**config.mk**
```make
export PLATFORM = sky130hd
export DESIGN_NAME = ff_excitation_gen
export DESIGN_NICKNAME = d
export VERILOG_FILES = /design/src/rtl/ff_excitation_gen.sv
export SDC_FILE = /design/constraint.sdc
export NUM_CORES = 1
export LEC_CHECK = 0
export ABC_CLOCK_PERIOD_IN_PS = 2000
export BUFFER_PORTS_ARGS = -buffer_cell sky130_fd_sc_hd__clkbuf_2
export CORE_ASPECT_RATIO = 1.75
export CORE_UTILIZATION = 40
export DETAILED_ROUTE_END_ITERATION = 10
export SETUP_SLACK_MARGIN = 0.3
export SLEW_MARGIN = 15
export SYNTH_ARGS = -nofsm -noshare
export SYNTH_HDL_FRONTEND = slang
export SYNTH_SLANG_ARGS = --single-unit
```
**constraint.sdc**
```tcl
create_clock -name clk -period 2 [get_ports clk]
set_input_delay 0.1 -clock clk [delete_from_list [all_inputs] [get_ports clk]]
set_output_delay 0.1 -clock clk [all_outputs]
set_load 0.03 [all_outputs]
```
**src/rtl/ff_excitation_gen.sv**
```systemverilog
// Flip-flop excitation generator: converts a stream of desired next-Q bits into D/T/SR/JK inputs.
// Define FF_SELF_CHECK_EN to add a behavioural check of every emitted excitation (drives err).
module ff_excitation_gen #(
    parameter int DEPTH = 4,
    parameter int CNT_W = 8
) (
    input  logic             clk,
    input  logic             rst,
    input  logic [1:0]       mode,
    input  logic             in_valid,
    output logic             in_ready,
    input  logic             in_q,
    output logic             out_valid,
    input  logic             out_ready,
    output logic [1:0]       exc,
    output logic [1:0]       mode_act,
    output logic             q_model,
    output logic [CNT_W-1:0] toggle_cnt,
    output logic             busy,
    output logic             err
);
    localparam int AW = $clog2(DEPTH);
    localparam logic [AW:0] FULL_CNT = (AW+1)'(DEPTH);
    localparam logic [1:0] MODE_D  = 2'b00;
    localparam logic [1:0] MODE_T  = 2'b01;
    localparam logic [1:0] MODE_SR = 2'b10;
    localparam logic [1:0] MODE_JK = 2'b11;

    typedef enum logic [1:0] {IDLE, RUN, DRAIN} state_e;

    state_e           state_q, state_d;
    logic [1:0]       mode_act_q, mode_act_d;
    logic [AW:0]      count_q, count_d;
    logic [AW-1:0]    wr_ptr_q, wr_ptr_d;
    logic [AW-1:0]    rd_ptr_q, rd_ptr_d;
    logic             fifo_q [DEPTH];
    logic             out_valid_q, out_valid_d;
    logic [1:0]       exc_q, exc_d;
    logic             tgt_q, tgt_d;
    logic             shadow_q, shadow_d;
    logic             q_model_q, q_model_d;
    logic [CNT_W-1:0] toggle_cnt_q, toggle_cnt_d;
    logic             push, pop, out_fire, head;

    function automatic logic [1:0] excite(input logic [1:0] m, input logic q, input logic qn);
        case (m)
            MODE_D:           excite = {1'b0, qn};
            MODE_T:           excite = {1'b0, q ^ qn};
            MODE_SR, MODE_JK: excite = {~q & qn, q & ~qn};
            default:          excite = 2'b00;
        endcase
    endfunction

    assign in_ready = (count_q != FULL_CNT) && (state_q != DRAIN);
    assign head     = fifo_q[rd_ptr_q];

    // NOTE: every _d signal is given its hold value first, so no path can infer a latch.
    always_comb begin
        push         = in_valid && in_ready;
        out_fire     = out_valid_q && out_ready;
        pop          = (state_q != IDLE) && (count_q != '0) && (!out_valid_q || out_fire);

        count_d      = count_q;
        wr_ptr_d     = wr_ptr_q;
        rd_ptr_d     = rd_ptr_q;
        out_valid_d  = out_valid_q;
        exc_d        = exc_q;
        tgt_d        = tgt_q;
        shadow_d     = shadow_q;
        q_model_d    = q_model_q;
        toggle_cnt_d = toggle_cnt_q;
        state_d      = state_q;
        mode_act_d   = mode_act_q;

        if (push)         wr_ptr_d = wr_ptr_q + 1'b1;
        if (pop)          rd_ptr_d = rd_ptr_q + 1'b1;
        if (push && !pop) count_d  = count_q + 1'b1;
        if (pop && !push) count_d  = count_q - 1'b1;

        // Shadow Q already includes every loaded entry, so exc is right even while q_model lags.
        if (pop) begin
            out_valid_d = 1'b1;
            exc_d       = excite(mode_act_q, shadow_q, head);
            tgt_d       = head;
            shadow_d    = head;
        end else if (out_fire) begin
            out_valid_d = 1'b0;
        end

        if (out_fire) begin
            q_model_d = tgt_q;
            if ((tgt_q != q_model_q) && (toggle_cnt_q != {CNT_W{1'b1}}))
                toggle_cnt_d = toggle_cnt_q + 1'b1;
        end

        case (state_q)
            IDLE: begin
                if (mode != mode_act_q) mode_act_d = mode;
                if (push)               state_d    = RUN;
            end
            RUN: begin
                if (mode != mode_act_q)                   state_d = DRAIN;
                else if ((count_d == '0) && !out_valid_d) state_d = IDLE;
            end
            DRAIN: begin
                if ((count_q == '0) && !out_valid_q) begin
                    mode_act_d = mode;
                    state_d    = IDLE;
                end
            end
            default: state_d = IDLE;
        endcase
    end

    // NOTE: sequential state uses non-blocking assignments so all flops see pre-edge values.
    always_ff @(posedge clk) begin
        if (rst) begin
            state_q      <= IDLE;
            mode_act_q   <= mode;
            count_q      <= '0;
            wr_ptr_q     <= '0;
            rd_ptr_q     <= '0;
            out_valid_q  <= 1'b0;
            exc_q        <= 2'b00;
            tgt_q        <= 1'b0;
            shadow_q     <= 1'b0;
            q_model_q    <= 1'b0;
            toggle_cnt_q <= '0;
        end else begin
            state_q      <= state_d;
            mode_act_q   <= mode_act_d;
            count_q      <= count_d;
            wr_ptr_q     <= wr_ptr_d;
            rd_ptr_q     <= rd_ptr_d;
            out_valid_q  <= out_valid_d;
            exc_q        <= exc_d;
            tgt_q        <= tgt_d;
            shadow_q     <= shadow_d;
            q_model_q    <= q_model_d;
            toggle_cnt_q <= toggle_cnt_d;
        end
    end

    // NOTE: FIFO storage is not reset; count and pointers alone decide which entries are live.
    always_ff @(posedge clk) begin
        if (push) fifo_q[wr_ptr_q] <= in_q;
    end

`ifdef FF_SELF_CHECK_EN
    logic err_q, err_d, chk_next, chk_bad;

    always_comb begin
        chk_next = q_model_q;
        chk_bad  = 1'b0;
        case (mode_act_q)
            MODE_D: chk_next = exc_q[0];
            MODE_T: chk_next = q_model_q ^ exc_q[0];
            MODE_SR: begin
                chk_bad = exc_q[1] & exc_q[0];
                if (exc_q[1])      chk_next = 1'b1;
                else if (exc_q[0]) chk_next = 1'b0;
            end
            default: begin
                if (exc_q == 2'b11) chk_next = ~q_model_q;
                else if (exc_q[1])  chk_next = 1'b1;
                else if (exc_q[0])  chk_next = 1'b0;
            end
        endcase
        err_d = err_q | (out_fire & (chk_bad | (chk_next != tgt_q)));
    end

    always_ff @(posedge clk) begin
        if (rst) err_q <= 1'b0;
        else     err_q <= err_d;
    end

    assign err = err_q;
`else
    assign err = 1'b0;
`endif

    assign out_valid  = out_valid_q;
    assign exc        = exc_q;
    assign mode_act   = mode_act_q;
    assign q_model    = q_model_q;
    assign toggle_cnt = toggle_cnt_q;
    assign busy       = (count_q != '0) || out_valid_q;

endmodule

```
==> results of run 1 <==
## Yosys cell counts (all sizes together) (3+ instances only)
cell type,count,area share
a211oi,3,0.017
a21oi,12,0.038
and2,4,0.016
clkbuf,7,0.017
dfxtp,24,0.31
edfxtp,6,0.11
ha,10,0.079
inv,11,0.026
nand2,13,0.031
nand3,7,0.030
nand4,4,0.016
nor2,11,0.026
o21ai,6,0.019
or3,3,0.012
xnor2,4,0.022
xor2,3,0.017
## worst paths after layout
path                    startpoint                    end  slack (ns)  cells past startpoint
min                        mode[1]  mode_act[1]$_DFFE_PP_        0.02                      1
max reg2reg  count_q[0]$_SDFF_PP0_  count_q[2]$_SDFF_PP0_        0.30                      5
min reg2reg    exc[1]$_SDFFE_PP0P_    exc[1]$_SDFFE_PP0P_        0.48                      2
max          count_q[0]$_SDFF_PP0_  count_q[2]$_SDFF_PP0_        0.30                      5
## layer usage
| metal | up-vias | track usage |
|---|---|---|
| met5 | - | 0 |
| met4 | 0 | 0.0857 |
| met3 | 7 | 0.0323 |
| met2 | 22 | 0.344 |
| met1 | 629 | 0.173 |
| li1 | 647 | - |
## metrics by stage
| step | hold slack, ns | util | std cells |
|---|---|---|---|
| detailed placement | 0.310 | 0.473 | 229 |
| global placement | 0.305 | 0.473 | 229 |
| floorplan | 0.199 | - | 167 |
| CTS | 0.0171 | 0.520 | 240 |
| global route | 0.0243 | 0.542 | 244 |
| finish | 0.0205 | 0.542 | 244 |
## power by group
group          leakage (nW)  internal, W  switching (W)
sequential            0.258     0.000725       0.000105
clock                0.0482     0.000277       0.000224
combinational         0.470     0.000454       0.000540
total                 0.776      0.00146       0.000869
## timing repair
action,in CTS,in global routing
setup endpoints to repair,14,11
endpoints found under the hold margin,0,0
pin swaps,3,7
buffers inserted,3,4
resized for setup,14,15
## registers in the layout, indices dropped and copies added, names as in the netlist, 2 cells and up, named ones only
name and count:
toggle_cnt 8, fifo_q 4, count_q 3, mode_act 2, wr_ptr_q 2, state_q 2, rd_ptr_q 2, exc 2
## cell families (layout without fill, tap and decap cells)
| group | Yosys count | count (layout) | share of synthesized area |
|---|---|---|---|
| mux | 5 | 5 | 0.0413 |
| simple gates | 59 | 59 | 0.206 |
| fa+ha+maj | 11 | 11 | 0.0859 |
| flops | 30 | 30 | 0.420 |
| other cells | 1 | 1 | 0.00238 |
| buf+inv | 20 | 51 | 0.0517 |
| compound gates | 33 | 33 | 0.140 |
| xor+xnor | 8 | 8 | 0.0533 |
## worst register-to-register path: stages, from the launching register on
cell      delay [ns]
dfxtp_2         0.36
inv_2           0.07
ha_4            0.19
a211oi_4        0.35
mux2_4          0.34
mux2_4          0.29
## area by class of cell
cell class / instances / area [sq um]
multi-input combinational: 117 / 947
clock buffer: 7 / 86.3
inverter: 11 / 41.3
fill: 359 / 1700
clock inverter: 1 / 5.00
sequential: 30 / 679
tap: 46 / 57.6
timing repair buffer: 32 / 189
==> impl_metrics.json, run 1 <==
{
  "grt_overflow": 0,
  "wl_met1_mm": 1.33,
  "hold_path.class": "in2reg",
  "synth_area_per_cell_sq_um": 9.43,
  "port_buffers": 22,
  "ios": 24,
  "synth_cell_types": 51,
  "syn2layout_area_growth_pct": 27.4,
  "worst_ir_drop_vdd_v": 0.000814,
  "antenna_found_initial": 0,
  "fin_crit_sh": 0.851,
  "routed.top_layer": "met4",
  "setup_violations": 0,
  "finClkSkew_ns": 0.00537,
  "mostFrequentLayoutCell": "clkbuf_2",
  "syn_area_sq_um": 1570,
  "dr.pass1.iters": 4,
  "crit_slowest_cell": "dfxtp_2",
  "dpl_cell_area_sq_um": 1750,
  "seq_area_frac_synth": 0.420,
  "ant_nets": 0,
  "cts_buffers": 5,
  "grtUsageTotal": 0.177,
  "maxSlewViolCount": 0,
  "wl_met2_mm": 1.98,
  "syn_inst": 167,
  "max_cap_viol_count": 0,
  "final_cell_mix": "22 x clkbuf_2, 13 x nand2_1, 13 x dfxtp_1",
  "vias": 1305,
  "endpoint_kind": "flop",
  "drc": 0,
  "initial_core_util": 0.425,
  "insertion_delay_ns": 0.28,
  "via_per_inst": 5.35,
  "cts.sink_count": 30,
  "finalHoldViolations": 0,
  "htreeDepth": 2,
  "synth_edf_count": 6,
  "gp_congestion": 0.837,
  "crit_chain": "inv_2 -> ha_4 -> a211oi_4 -> mux2_4 -> mux2_4",
  "design_area_sq_um": 2010,
  "finalWorstSetupSlack_ns": 0.297,
  "p_per_area_nw_per_um2": 1160,
  "dieWidth_um": 49.4,
  "crit_fanout": 5,
  "total_power_w": 0.00232,
  "max_slew_margin": 0.643,
  "die-area_sq_um": 4200,
  "initialDrtViolationCount": 9,
  "crit_top_cell": "mux2_4",
  "ys_ff_latch": 30,
  "synth_ff_type": "dfxtp_1",
  "finalCriticalPeriod_ns": 1.70,
  "dr_wl_met3_um": 95,
  "status": "finished, final reports clean",
  "rsz0062_at_grt": "yes",
  "clock_path_buffers": 2,
  "arrival_ns": 1.88,
  "num_rows": 29,
  "cp-start-kind": "flop",
  "root_buffer": "clkbuf_8",
  "grt_pass1_wl_mm": 5.69,
  "grt_pass1_vias": 1292,
  "ys_warn_count": 0,
  "num_antenna_cells": 0,
  "finalSetupTns_ns": 0,
  "finish.net_count": 214,
  "worst_pin_slew_ns": 0.535,
  "worst-path-buf-inv": 1,
  "wl_per_cell_um": 14.2,
  "cts_tree": "built",
  "synthArstFlopShare": 0,
  "fmax_ghz": 0.587,
  "coreArea_sq_um": 3700,
  "leakagePower_nw": 0.776,
  "drive_gt1_frac": 0.369,
  "path_clk_slew_ns": 0.07,
  "crit_required_ns": 2.17,
  "cpPeakStageDelay_ns": 0.36,
  "grt_max_degree": 26,
  "wirelength_mm": 3.46,
  "place_ws_ns": 0.117,
  "die_y_um": 85.0,
  "dp_hpwl_mm": 2.43,
  "syn-num-nets": 184,
  "postCtsHoldBufs": 0,
  "worstSetupPathType": "reg2reg",
  "crit_family": "multiplexers"
}
No activity file was read; power rests on OpenSTA's default activity.
==> run 2, diff against run 1 <==
--- a/config.mk
+++ b/config.mk
@@ -7,3 +7,3 @@
 export LEC_CHECK = 0
-export ABC_CLOCK_PERIOD_IN_PS = 2000
+export ABC_CLOCK_PERIOD_IN_PS = 1650
 export BUFFER_PORTS_ARGS = -buffer_cell sky130_fd_sc_hd__clkbuf_2
@@ -12,2 +12,3 @@
 export DETAILED_ROUTE_END_ITERATION = 10
+export PLACE_DENSITY_LB_ADDON = 0.3
 export SETUP_SLACK_MARGIN = 0.3
==> constraint.sdc (replaced) <==
create_clock -name clk -period 1.65 [get_ports clk]
set_input_delay 0.0825 -clock clk [delete_from_list [all_inputs] [get_ports clk]]
set_output_delay 0.0825 -clock clk [all_outputs]
set_load 0.05 [all_outputs]
==> run 2 against run 1 <==
- the flow now finishes with violations (negative setup slack)
- global-route usage increased by 2.6 points
- via count increased by 11%
- die area unchanged
- final area increased by 19%
- first-iteration DRC count increased to 4.2 times the previous value
- maximum frequency increased by 2.1%
- sequential cell count unchanged
- clock-buffer cell count unchanged
- core utilization increased by 10 points
- critical endpoint is now exc[0]$_SDFFE_PP0P_
- largest power group unchanged
- highest routed layer unchanged
==> impl_metrics.json, run 2 (synthesized netlist as in run 1, its figures left out) <==
{
  "status": "finished, violations left",
  "violations": "negative setup slack",
  "port_buffers": 22,
  "initial_core_util": 0.425,
  "die-area_sq_um": 4200,
  "layout.area.seq_sq_um": 699,
  "final_util": 0.645,
  "htreeDepth": 2,
  "finClkSkew_ns": 0.00597,
  "multi_input_area_sq_um": 1070,
  "worst-path-buf-inv": 0,
  "cts_buffers": 5,
  "finalCriticalPeriod_ns": 1.67,
  "min_delay_path_depth": 1,
  "initialDrtViolationCount": 38,
  "place_ws_ns": -0.133,
  "setup_violations": 1,
  "via_per_inst": 5.41,
  "fin_cells": 267,
  "crit_fanout": 2,
  "dp.cells": 241,
  "wirelength_mm": 4.11,
  "num_antenna_cells": 0,
  "crit_family": "multiplexers",
  "cts.sink_count": 30,
  "rsz0062_at_grt": "yes",
  "mostFrequentLayoutCell": "buf_4",
  "finalSetupTns_ns": -0.0171,
  "hold_path.class": "in2reg",
  "ios": 24,
  "fin_crit_sh": 1.01,
  "max_cap_viol_count": 0,
  "crit_chain": "mux4_2 -> ha_4 -> nand2_1 -> o21a_1 -> nor3_1 -> nor4_1",
  "largest_reg_flops": 8,
  "worst-path-stages": 6,
  "worst_ir_drop_vdd_v": 0.00126,
  "root_buffer": "clkbuf_8",
  "drc": 0,
  "insertion_delay_ns": 0.29,
  "num_rows": 29,
  "fill_cells": 325,
  "dr.pass1.iters": 4,
  "arrival_ns": 1.85,
  "design_area_sq_um": 2390,
  "dieWidth_um": 49.4,
  "coreArea_sq_um": 3700,
  "final_cell_mix": "23 x buf_4, 20 x clkbuf_2, 13 x nand2_1",
  "crit_slowest_cell": "mux4_2",
  "fmax_ghz": 0.600,
  "maxSlewViolCount": 0,
  "cpPeakStageDelay_ns": 0.52,
  "cp-start-kind": "flop",
  "crit_required_ns": 1.84,
  "syn2layout_area_growth_pct": 51.7,
  "dpl_cell_area_sq_um": 1940,
  "wl_per_cell_um": 15.4,
  "grt_max_degree": 26,
  "cts_tree": "built",
  "worstSetupPathType": "reg2reg",
  "gp_congestion": 0.776,
  "die_y_um": 85.0,
  "leakagePower_nw": 0.934,
  "ant_nets": 0,
  "max_slew_margin": 0.653,
  "r2r_slack_ns": -0.02,
  "grtUsageTotal": 0.204,
  "postCtsHoldBufs": 0,
  "p_per_area_nw_per_um2": 1510,
  "grt_pass1_vias": 1436,
  "antenna_found_initial": 0,
  "path_clk_slew_ns": 0.06,
  "finalWorstSetupSlack_ns": -0.0171,
  "grt_pass1_wl_mm": 6.42,
  "rr_worst_depth": 6,
  "finish.net_count": 237,
  "vias": 1444,
  "clock_path_buffers": 2,
  "endpoint_kind": "flop",
  "drive_gt1_frac": 0.529,
  "worst_pin_slew_ns": 0.520,
  "finalHoldViolations": 0,
  "grt_overflow": 0,
  "dp_hpwl_mm": 2.74
}
## run 2: path summary, 6_finish.rpt
kind | to | start
setup / recovery | exc[0]$_SDFFE_PP0P_ | fifo_q[1]$_DFFE_PP_
hold / removal | mode_act[1]$_DFFE_PP_ | mode[1]
setup reg to reg | exc[0]$_SDFFE_PP0P_ | fifo_q[1]$_DFFE_PP_
hold reg to reg | exc[1]$_SDFFE_PP0P_ | exc[1]$_SDFFE_PP0P_
## run 2: stage by stage
| stage | total power (W) | hold slack [ns] |
|---|---|---|
| floorplan | 0.00205 | 0.181 |
| global placement | 0.00237 | 0.286 |
| detailed placement | 0.00244 | 0.300 |
| CTS | 0.00345 | 0.000570 |
| global route | 0.00381 | 0.000556 |
| finish | 0.00361 | 0.00501 |
## run 2: layout make-up
cell class,instances,area share
clock inverters,1,0.00210
multi-input cells,117,0.449
well taps,46,0.0241
clock buffers,7,0.0361
repair buffers,55,0.178
inverters,11,0.0173
flip-flops and latches,30,0.293
## run 2: worst register-to-register path, cell delays in order, from the launching register on
cell and delay, ns:
edfxtp_1 0.37, mux4_2 0.52, ha_4 0.23, nand2_1 0.06, o21a_1 0.11, nor3_1 0.04, nor4_1 0.24
## run 2: layer usage
metal  wire length (um)  GRT usage
met2               2390      0.389
met1               1470      0.197
met5                  0          0
met3                116     0.0448
met4                124      0.104
## run 2: power breakdown
part	internal, W	leakage (nW)	switching, W
combinational	0.00102	0.624	0.000988
sequential	0.000874	0.262	0.000119
clock	0.000336	0.0482	0.000276
## run 2: what timing repair did
action / 4_1_cts / 5_1_grt
buffers inserted: 11 / 7
hold endpoints to repair: 0 / 0
setup endpoints to repair: 30 / 28
resized for setup: 36 / 16
pin swaps: 10 / 7
